### src/rtl/instruction_encoder.sv
// rtl/instruction_encoder.sv - RV32I field packer with sequential word addresses and a 2-entry output buffer
// Optional immediate range checking is enabled by defining IMM_CHECK_EN.
module instruction_encoder #(
    parameter int ADDR_WIDTH = 10,
    parameter int BASE_ADDR  = 0
) (
    input  logic                  clk,
    input  logic                  rst,
    input  logic                  clear,
    input  logic                  in_valid,
    output logic                  in_ready,
    input  logic [2:0]            fmt,
    input  logic [6:0]            opcode,
    input  logic [4:0]            rd,
    input  logic [2:0]            func3,
    input  logic [4:0]            rs1,
    input  logic [4:0]            rs2,
    input  logic [6:0]            func7,
    input  logic [31:0]           imm,
    output logic                  out_valid,
    input  logic                  out_ready,
    output logic [31:0]           instr,
    output logic [ADDR_WIDTH-1:0] out_addr,
    output logic [15:0]           enc_count,
    output logic                  fmt_err,
    output logic                  imm_err
);

    localparam logic [ADDR_WIDTH-1:0] BASE = ADDR_WIDTH'(BASE_ADDR);
    localparam logic [31:0]           NOP  = 32'h0000_0013;

    logic [31:0]           enc_word;
    logic                  fmt_bad;
    logic [31:0]           head_instr, tail_instr;
    logic [ADDR_WIDTH-1:0] head_addr, tail_addr, next_addr;
    logic [1:0]            occ;
    logic                  accept, pop;

    always_comb begin
        enc_word = NOP;
        fmt_bad  = 1'b0;
        case (fmt)
            3'd0: enc_word = {func7, rs2, rs1, func3, rd, opcode};
            3'd1: enc_word = {imm[11:0], rs1, func3, rd, opcode};
            3'd2: enc_word = {imm[11:5], rs2, rs1, func3, imm[4:0], opcode};
            3'd3: enc_word = {imm[12], imm[10:5], rs2, rs1, func3, imm[4:1], imm[11], opcode};
            3'd4: enc_word = {imm[31:12], rd, opcode};
            3'd5: enc_word = {imm[20], imm[10:1], imm[11], imm[19:12], rd, opcode};
            default: begin
                enc_word = NOP;
                fmt_bad  = 1'b1;
            end
        endcase
    end

    // Handshake flags come only from registered occupancy, so out_ready never reaches in_ready.
    assign in_ready  = (occ != 2'd2);
    assign out_valid = (occ != 2'd0);
    assign accept    = in_valid && in_ready;
    assign pop       = out_valid && out_ready;
    assign instr     = head_instr;
    assign out_addr  = head_addr;

    always_ff @(posedge clk or posedge rst) begin
        if (rst) begin
            occ        <= 2'd0;
            head_instr <= 32'd0;
            head_addr  <= BASE;
            tail_instr <= 32'd0;
            tail_addr  <= BASE;
            next_addr  <= BASE;
            enc_count  <= 16'd0;
            fmt_err    <= 1'b0;
        end else if (clear) begin
            occ        <= 2'd0;
            head_instr <= 32'd0;
            head_addr  <= BASE;
            next_addr  <= BASE;
            enc_count  <= 16'd0;
            fmt_err    <= 1'b0;
        end else begin
            case ({accept, pop})
                2'b10: begin
                    if (occ == 2'd0) begin
                        head_instr <= enc_word;
                        head_addr  <= next_addr;
                    end else begin
                        tail_instr <= enc_word;
                        tail_addr  <= next_addr;
                    end
                    occ <= occ + 2'd1;
                end
                2'b01: begin
                    head_instr <= tail_instr;
                    head_addr  <= tail_addr;
                    occ        <= occ - 2'd1;
                end
                // Accept with pop only happens at occupancy 1: the new word replaces the head.
                2'b11: begin
                    head_instr <= enc_word;
                    head_addr  <= next_addr;
                end
                default: ;
            endcase
            if (accept) begin
                next_addr <= next_addr + 1'b1;
                if (enc_count != 16'hFFFF) enc_count <= enc_count + 16'd1;
                if (fmt_bad) fmt_err <= 1'b1;
            end
        end
    end

`ifdef IMM_CHECK_EN
    logic imm_bad;

    always_comb begin
        imm_bad = 1'b0;
        case (fmt)
            3'd1, 3'd2: imm_bad = (imm != {{20{imm[11]}}, imm[11:0]});
            3'd3:       imm_bad = (imm != {{19{imm[12]}}, imm[12:0]}) || imm[0];
            3'd4:       imm_bad = (imm[11:0] != 12'd0);
            3'd5:       imm_bad = (imm != {{11{imm[20]}}, imm[20:0]}) || imm[0];
            default:    imm_bad = 1'b0;
        endcase
    end

    always_ff @(posedge clk or posedge rst) begin
        if (rst)                     imm_err <= 1'b0;
        else if (clear)              imm_err <= 1'b0;
        else if (accept && imm_bad)  imm_err <= 1'b1;
    end
`else
    assign imm_err = 1'b0;
`endif

endmodule

### config.mk
export PLATFORM = sky130hd
export DESIGN_NAME = instruction_encoder
export DESIGN_NICKNAME = d
export VERILOG_FILES = /design/src/rtl/instruction_encoder.sv
export SDC_FILE = /design/constraint.sdc
export NUM_CORES = 1
export LEC_CHECK = 0
export BUFFER_PORTS_ARGS = -buffer_cell sky130_fd_sc_hd__buf_2
export CAP_MARGIN = 30
export CORE_MARGIN = 2
export CORE_UTILIZATION = 40
export CTS_CLUSTER_SIZE = 28
export DETAILED_ROUTE_END_ITERATION = 10
export MAX_ROUTING_LAYER = met4
export PLACE_DENSITY = 0.64
export SETUP_SLACK_MARGIN = 0.2
export SYNTH_ARGS = -nofsm -noshare
export SYNTH_HDL_FRONTEND = slang
export SYNTH_SLANG_ARGS = --single-unit
### constraint.sdc
create_clock -name clk -period 8.5 [get_ports clk]
set_input_delay 0.85 -clock clk [delete_from_list [all_inputs] [get_ports clk]]
set_output_delay 0.85 -clock clk [all_outputs]
set_load 0.05 [all_outputs]
### After elaboration in Yosys (flattened, before gate mapping)

Cells that the tools add are included.

* register bits after elaboration: 113
* word-level logic and storage cells: 57

* $add $sub $neg: 4
* eq/ne operators: 12
* muxes and demuxes: 17
* bitwise logic cells: 2
* reductions and logical operators: 14

Operators by type and width (count)
* one-hot mux 32 bit (6 select lines): 1
* one-hot mux 32 bit (3 select lines): 1
* two-way mux 32 bit: 2
* two-way mux 16 bit: 3
* two-way mux 10 bit: 4
* one-hot mux 10 bit (3 select lines): 1
* adder 16 x 1 -> 16 bit, second input constant: 1
* != test 16 bit, second input constant: 1
* adder 10 x 1 -> 10 bit, second input constant: 1
* equality test 3 x 2 -> 1 bit, second input constant: 2
* equality test 3 bit, second input constant: 2
* AND reduction 2 bit: 3
* nonzero test 2 bit: 3
* OR reduction 6 bit: 1
* equality test 2 bit, second input constant: 2
* one-hot mux 2 bit (2 select lines): 1
* nonzero test 4 bit: 1
* equality test 3 x 1 -> 1 bit, second input constant: 1
* zero test 3 bit: 1
* two-way mux 1 bit: 3
* != test 3 bit, second input constant: 1
* AND reduction 3 bit: 1
* nonzero test 3 bit: 1
* adder 2 x 1 -> 2 bit, second input constant: 1
* 8 further kinds: 10

### Longest topological paths before layout

Gate-level depths: netlist of run 1.

* word-level depth: 5
* gate-level depth with buffers: 12
* depth with buffers taken out: 9

### Least setup slack after synthesis of run 1

OpenSTA, ideal clock, no wires.

* path kind: in2reg
* start point: input in_valid
* end point: register tail_instr[21]
* arrival: 2431 ps
* required time: 8377 ps
* slack: 5946 ps
* stages on the path: 11
* path buffers: 4
* path through: buf_2 nand2_1 inv_1 ha_1 inv_1 or3_1 clkbuf_1 buf_2 buf_2 nand2_1 nand2_1

* cells in the longest elaborated chain, start to end: 3

Ends and longest elaborated chain
* start, declared: RTL line 10 `input logic in_valid,`
* logical AND 1 bit: RTL line 59 `assign accept = in_valid && in_ready;`
* equality test 2 bit: RTL line 82 `case ({accept, pop})`
* AND reduction 3 bit (no source line)
* end signal, assigned: RTL line 88 `tail_instr <= enc_word;`
* end, declared: RTL line 34 `logic [31:0] head_instr, tail_instr;`

No other way between the ends.
A chain may end at the register's enable or synchronous reset.

### Final worst setup path of run 1

* start point: register occ[0]
* end point: register head_instr[0], in the netlist instr[0]

* cells in the longest elaborated chain, start to end: 5

Ends and longest elaborated chain
* start, declared: RTL line 36 `logic [1:0] occ;`
* start signal, assigned: RTL line 91 `occ <= occ + 2'd1;`
* start signal, assigned: RTL line 96 `occ <= occ - 2'd1;`
* != test 2 bit or nonzero test 2 bit (tied branches): RTL line 57, 58
* logical AND 1 bit (on tied branches): RTL line 59, 60
* equality test 2 bit or equality test 2 x 1 -> 1 bit (tied branches): RTL line 82
* one-hot mux 32 bit (3 select lines) (tied with other cells): RTL line 82
* two-way mux 32 bit or AND reduction 2 bit (tied branches)
* end signal, assigned: RTL line 85 `head_instr <= enc_word;`
* end signal, assigned: RTL line 94 `head_instr <= tail_instr;`
* end signal, assigned: RTL line 100 `head_instr <= enc_word;`
* end, declared: RTL line 34

Parallel ways exist; a longest one is shown, timed or not.

==> impl_metrics.json, run 1 <==
{
  "status": "complete, no violations",
  "hold_viol": 0,
  "clkSlewWorstSetupHoldPaths_ns": 0.05,
  "pre_cts_slack_ns": 5.020,
  "cp.required_ns": 8.79,
  "ys_types": 56,
  "worst_pin_slew_ns": 0.9212,
  "path_cells": "nand2b_1 > nand2_1 > inv_1 > ha_1 > inv_1 > o32ai_4 > buf_4 > nor2_1 > buf_4 > a22o_1",
  "r2r_start": "occ[0]",
  "p_per_area_mw_per_mm2": 309.4,
  "fmax_mhz": 306.1,
  "syn_inst": 629,
  "postCtsSetupRepairBufs": 0,
  "drc": 0,
  "finalSetupViolCount": 0,
  "io_pins": 134,
  "drt_wl_total_um": 14780,
  "crit_family": "buffers and inverters",
  "switching_power_uw": 863.1,
  "r2r_cells": 10,
  "grt_pass1_vias": 4816,
  "coreArea_mm2": 0.01442,
  "firstDrtPassIters": 5,
  "seq_power_share_pct": 34.2,
  "ys_async_sr_fraction_pct": 100.0,
  "synth.cell_area_mm2": 0.005852,
  "period_share_pct": 38.43,
  "antenna_found_initial": 0,
  "fin_ws_ns": 5.233,
  "first_iter_violations": 353,
  "power_leakage_nw": 3.447,
  "clock_sinks": 113,
  "antenna_cells": 0,
  "synth_edf_count": 0,
  "swShare_pct": 38.29,
  "hold_class": "primary input to asynchronous set/reset pin",
  "fin_skew_ns": 0.006837,
  "yosysTopAreaCellShare_pct": 48.32,
  "cpPeakStageDelay_ns": 0.55,
  "crit_arrival_ns": 3.55,
  "crit_slowest_cell": "buf_4",
  "fp-row-count": 44,
  "clock_latency_ns": 0.40,
  "place_congestion": 0.8862,
  "critPathMaxFanout": 54,
  "layout.nets": 819,
  "die_height_um": 125.0,
  "drv_slew": 0,
  "start_util_pct": 40.57,
  "ant_nets": 0,
  "combPwrFrac_pct": 32.9,
  "yosys.area_share.simple_pct": 19.29,
  "synth_top_family_by_area": "compound AO/OA/AOI/OAI gates",
  "ys_warn_count": 0,
  "cts_root_buffer": "clkbuf_16",
  "fillers": 1345,
  "dieArea_mm2": 0.01561,
  "synth_top_area_cell": "dfrtp_1",
  "grt.total_usage_pct": 19.67,
  "grt_overflow": 0,
  "hold_buffers": 0,
  "regArea_mm2": 0.002828,
  "rsz0062_at_grt": "no",
  "area_delta_synth_final_pct": 24.50,
  "avgSynthCellArea_um2": 9.303,
  "path_buf_inv": 4,
  "ys_top_cells_by_area": "dfrtp_1 (48%), nand2_1 (7.9%), o21ai_0 (5.2%), mux2i_1 (3.8%), a22o_1 (3.1%)",
  "period_needed_ns": 3.267,
  "irDropWorstVdd_v": 0.0001375,
  "die_w_um": 125.0,
  "clock_path_buffers": 2,
  "endpoint_kind": "flip-flop",
  "cts_tree": "done",
  "synth_fa_ha_area_share_pct": 1.069,
  "grt_start_max_net_pins": 80,
  "ys_seq_area_share_pct": 48.32,
  "cts_buffers": 17,
  "synth.area.mux_share_pct": 5.880,
  "ys.flop_type": "dfrtp_1",
  "grt_pass1_wl_um": 24150,
  "h-tree-depth": 4,
  "dp_hpwl_um": 10530,
  "r2r_slack_ns": 5.23,
  "drive_gt1_share_pct": 25.96,
  "synth_xor_area_share_pct": 0.8980,
  "intPower_mw": 1.391,
  "cts-resized-gates": 0,
  "pwr-share-clk_pct": 32.9,
  "max-slew-margin-rel_pct": 38.46,
  "path_class": "flip-flop to flip-flop",
  "start_kind": "flip-flop",
  "timing.rr.end": "instr[0]",
  "wl_per_cell_um": 15.74,
  "io_buffers": 132,
  "routed_via_density": 5.388,
  "synth_compound_area_share_pct": 19.52,
  "tns_ns": 0,
  "maxCapViolCount": 0,
  "yosys_register_bits": 113,
  "multi_input_area_mm2": 0.002761,
  "synth.net_count": 706,
  "vias": 5059
}
## worst max path at each step
stage,to,cells after the start,startpoint,slack (ns)
3_5_place_dp,instr[0],10,in_valid,5.02
2_1_floorplan,enc_count[0],1,rst,4.66
3_3_place_gp,instr[0],10,in_valid,5.14
6_report,instr[0],10,occ[0],5.23
4_1_cts,instr[0],10,occ[0],5.25
5_1_grt,instr[0],10,occ[0],4.97
## synthesized netlist by cell type, types with 5 or more instances
| master | instances |
|---|---|
| inv_1 | 17 |
| a211oi_1 | 7 |
| mux2_2 | 11 |
| o21ai_0 | 61 |
| a22oi_1 | 16 |
| nand3b_1 | 5 |
| nand2b_1 | 9 |
| o2bb2ai_1 | 5 |
| a221oi_1 | 6 |
| o41ai_1 | 8 |
| a22o_1 | 21 |
| o31ai_1 | 13 |
| dfrtp_1 | 113 |
| nand2_1 | 123 |
| nand4_1 | 5 |
| a21oi_1 | 18 |
| nand3_1 | 10 |
| ha_1 | 5 |
| or4_1 | 8 |
| nor3_1 | 8 |
| buf_2 | 22 |
| clkbuf_1 | 19 |
| nor2_1 | 36 |
| nor2b_1 | 12 |
| mux2i_1 | 22 |
## power by group through the flow
| stage | Sequential (mW) | Combinational [mW] | Clock (mW) |
|---|---|---|---|
| global placement | 0.774 | 0.721 | 0 |
| finish | 0.771 | 0.742 | 0.741 |
| detailed placement | 0.778 | 0.747 | 0 |
| floorplan | 0.965 | 0.364 | 0 |
| global route | 0.789 | 0.812 | 0.780 |
| CTS | 0.772 | 0.746 | 0.755 |
## cell type report
cell class / instances / share of cell area [%]
Clock buffer: 24 / 7.024
Multi-Input combinational cell: 451 / 37.90
Inverter: 19 / 1.013
Tap cell: 184 / 3.160
Timing Repair Buffer: 140 / 10.39
Sequential cell: 113 / 38.81
Clock inverter: 8 / 1.700
## registers in the layout, summed over array words and instances, names as in the netlist
signal / flops
next_addr: 10
tail_instr: 32
instr: 32
fmt_err: 1
occ: 2
tail_addr: 10
enc_count: 16
out_addr: 10
## per-layer routing
layer / vias to the layer above / GRT usage (%) / routed length (µm)
li1: 2461 / - / -
met1: 2407 / 27.03 / 7087
met2: 172 / 29.70 / 6713
met3: 19 / 4.022 / 823
met4: 0 / 5.882 / 158
met5: - / - / 0
## cell usage in the layout (no fill, tap or decap), types with 6 or more instances in the layout
master     count
a211oi_1       7
a21oi_1       18
a221oi_1       6
a22o_1        21
a22oi_1       16
buf_2        132
clkbuf_16     17
clkbuf_8       6
dfrtp_1      113
inv_1         16
mux2_2        11
mux2i_1       22
nand2_1      123
nand2b_1       9
nand3_1       10
nor2_1        36
nor2b_1       12
nor3_1         7
o21ai_0       61
o31ai_1       13
o41ai_1        8
or4_1          8
## logic make-up after synthesis
kind of cell,after synthesis
simple gates,236
compound gates,170
flops,113
buf+inv,65
mux,33
xor+xnor,6
fa+ha+maj,5
other cells,1
## through the flow
step	total power, mW	cell area, µm²	util, %	std cells	hold slack (ns)
after global routing	2.381	7286	50.51	939	0.4834
after CTS	2.272	7258	50.32	938	0.4630
after floorplan	1.328	5852	-	629	0.4418
after global placement	1.495	6591	45.70	904	0.4558
final	2.254	7286	50.51	939	0.4585
after detailed placement	1.524	6623	45.91	906	0.4631
Note: power is estimated with default switching activity, not from simulation.
==> run 2: changes to the inputs <==
- clock period: 8.5 -> 3.2 ns (I/O delays scaled with it)
==> impl_metrics.json, run 2 (same netlist as run 1, synthesis figures left out) <==
{
  "status": "complete, no violations",
  "vias": 5173,
  "ant_nets": 0,
  "period_needed_ns": 2.510,
  "crit_slowest_cell": "nor2_2",
  "die_w_um": 125.0,
  "power_leakage_nw": 3.415,
  "clock_path_buffers": 2,
  "rsz0062_at_grt": "no",
  "dr_wl_met2_um": 6842,
  "drv_slew": 0,
  "path_class": "flip-flop to flip-flop",
  "fmax_mhz": 398.5,
  "cpPeakStageDelay_ns": 0.80,
  "routed_via_density": 5.509,
  "drt_wl_total_um": 15290,
  "antenna_cells": 0,
  "r2r_cells": 8,
  "mostFrequentLayoutCells": "buf_2 (132), nand2_1 (123), dfrtp_1 (113)",
  "drive_gt1_share_pct": 26.09,
  "irDropWorstVdd_v": 0.0005192,
  "start_util_pct": 40.57,
  "path_cells": "nand2b_1 > nand2_1 > inv_1 > ha_1 > nand2b_1 > o32ai_4 > nor2_2 > a22o_1",
  "period_share_pct": 78.43,
  "top_layer_used": "met4",
  "worst_pin_slew_ns": 1.030,
  "cts-resized-gates": 0,
  "hold_viol": 0,
  "grt_pass1_wl_um": 25230,
  "path_depth": 8,
  "cts_root_buffer": "clkbuf_16",
  "crit_family": "simple AND/OR/NAND/NOR gates",
  "drc": 0,
  "fin_skew_ns": 0.006135,
  "crit_arrival_ns": 2.85,
  "pre_cts_slack_ns": 0.6692,
  "clkSlewWorstSetupHoldPaths_ns": 0.05,
  "wl_met3_um": 959,
  "grt_start_max_net_pins": 75,
  "firstDrtPassIters": 5,
  "postCtsSetupRepairBufs": 0,
  "grt.total_usage_pct": 20.70,
  "cpMostUsedCell": "nand2b_1",
  "io_buffers": 132,
  "antenna_found_initial": 0,
  "wl_met1_um": 7120,
  "layout_commonest_cell": "buf_2",
  "finalSetupViolCount": 0,
  "endpoint_kind": "flip-flop",
  "critPathMaxFanout": 20,
  "die_height_um": 125.0,
  "start_kind": "flip-flop",
  "place_congestion": 0.9169,
  "layout.nets": 820,
  "tns_ns": 0,
  "grt_overflow": 0,
  "h-tree-depth": 4,
  "hold_class": "primary input to asynchronous set/reset pin",
  "clock_latency_ns": 0.41,
  "cp.required_ns": 3.54,
  "path_buf_inv": 1,
  "area_delta_synth_final_pct": 23.07,
  "fin_ws_ns": 0.6904,
  "grt_pass1_vias": 4961,
  "hold_buffers": 0,
  "cts_tree": "done",
  "dp_hpwl_um": 10730,
  "fp-row-count": 44,
  "p_per_area_mw_per_mm2": 812.7,
  "maxCapViolCount": 0,
  "dieArea_mm2": 0.01561,
  "cts_buffers": 17,
  "wl_per_cell_um": 16.29,
  "max-slew-margin-rel_pct": 31.24,
  "io_pins": 134,
  "first_iter_violations": 431,
  "coreArea_mm2": 0.01442,
  "clock_sinks": 113
}
==> run 2: cell types whose count changed in the layout (fill, tap and decap cells not counted), sizes merged <==
cell	before	now
inv	17	16
buf	140	141
clkbuf	24	19
clkinv	5	11
bufinv	3	2
==> run 2: per-layer routing <==
metal	up-vias	global-route usage (%)
met5	-	-
met1	2469	28.42
met2	205	31.05
li1	2463	-
met4	0	6.797
met3	36	4.108
==> run 2: power by group <==
part	total, mW	internal [mW]	switching, mW
Sequential	2.05	1.81	0.239
Clock	1.81	1.17	0.646
Combinational	1.99	0.547	1.44
Total	5.85	3.52	2.33
==> run 2: worst paths after layout <==
kind / from / to / slack, ns
setup / recovery: occ[0] / instr[11] / 0.69
hold / removal: rst / out_addr[9] / 0.09
setup reg to reg: occ[0] / instr[11] / 0.69
hold reg to reg: tail_addr[7] / tail_addr[7] / 0.47
max in group asynchronous: rst / occ[0] / 2.24
min in group clk: opcode[2] / tail_instr[2] / 0.18
==> run 2: area by class of cell <==
| type | count | area [µm²] |
|---|---|---|
| clock buffer | 19 | 452.9 |
| clock inverter | 12 | 116.4 |
| fill | 1365 | 7222 |
| inverter | 19 | 75.07 |
| multi-input combinational | 451 | 2759 |
| sequential | 113 | 2828 |
| tap | 184 | 230.2 |
| timing repair buffer | 141 | 740.7 |
==> run 2: through the flow <==
| step | area, µm² | util, % | cells | power (mW) | hold slack [ns] |
|---|---|---|---|---|---|
| 6_report | 7202 | 49.93 | 939 | 5.853 | 0.08524 |
| 5_1_grt | 7202 | 49.93 | 939 | 6.180 | 0.1634 |
| 4_1_cts | 7202 | 49.93 | 939 | 5.899 | 0.1095 |
| 3_5_place_dp | 6633 | 45.98 | 908 | 4.074 | 0.4625 |
| 3_3_place_gp | 6633 | 45.98 | 908 | 4.019 | 0.4560 |
| 2_1_floorplan | 5856 | - | 629 | 3.529 | 0.4418 |
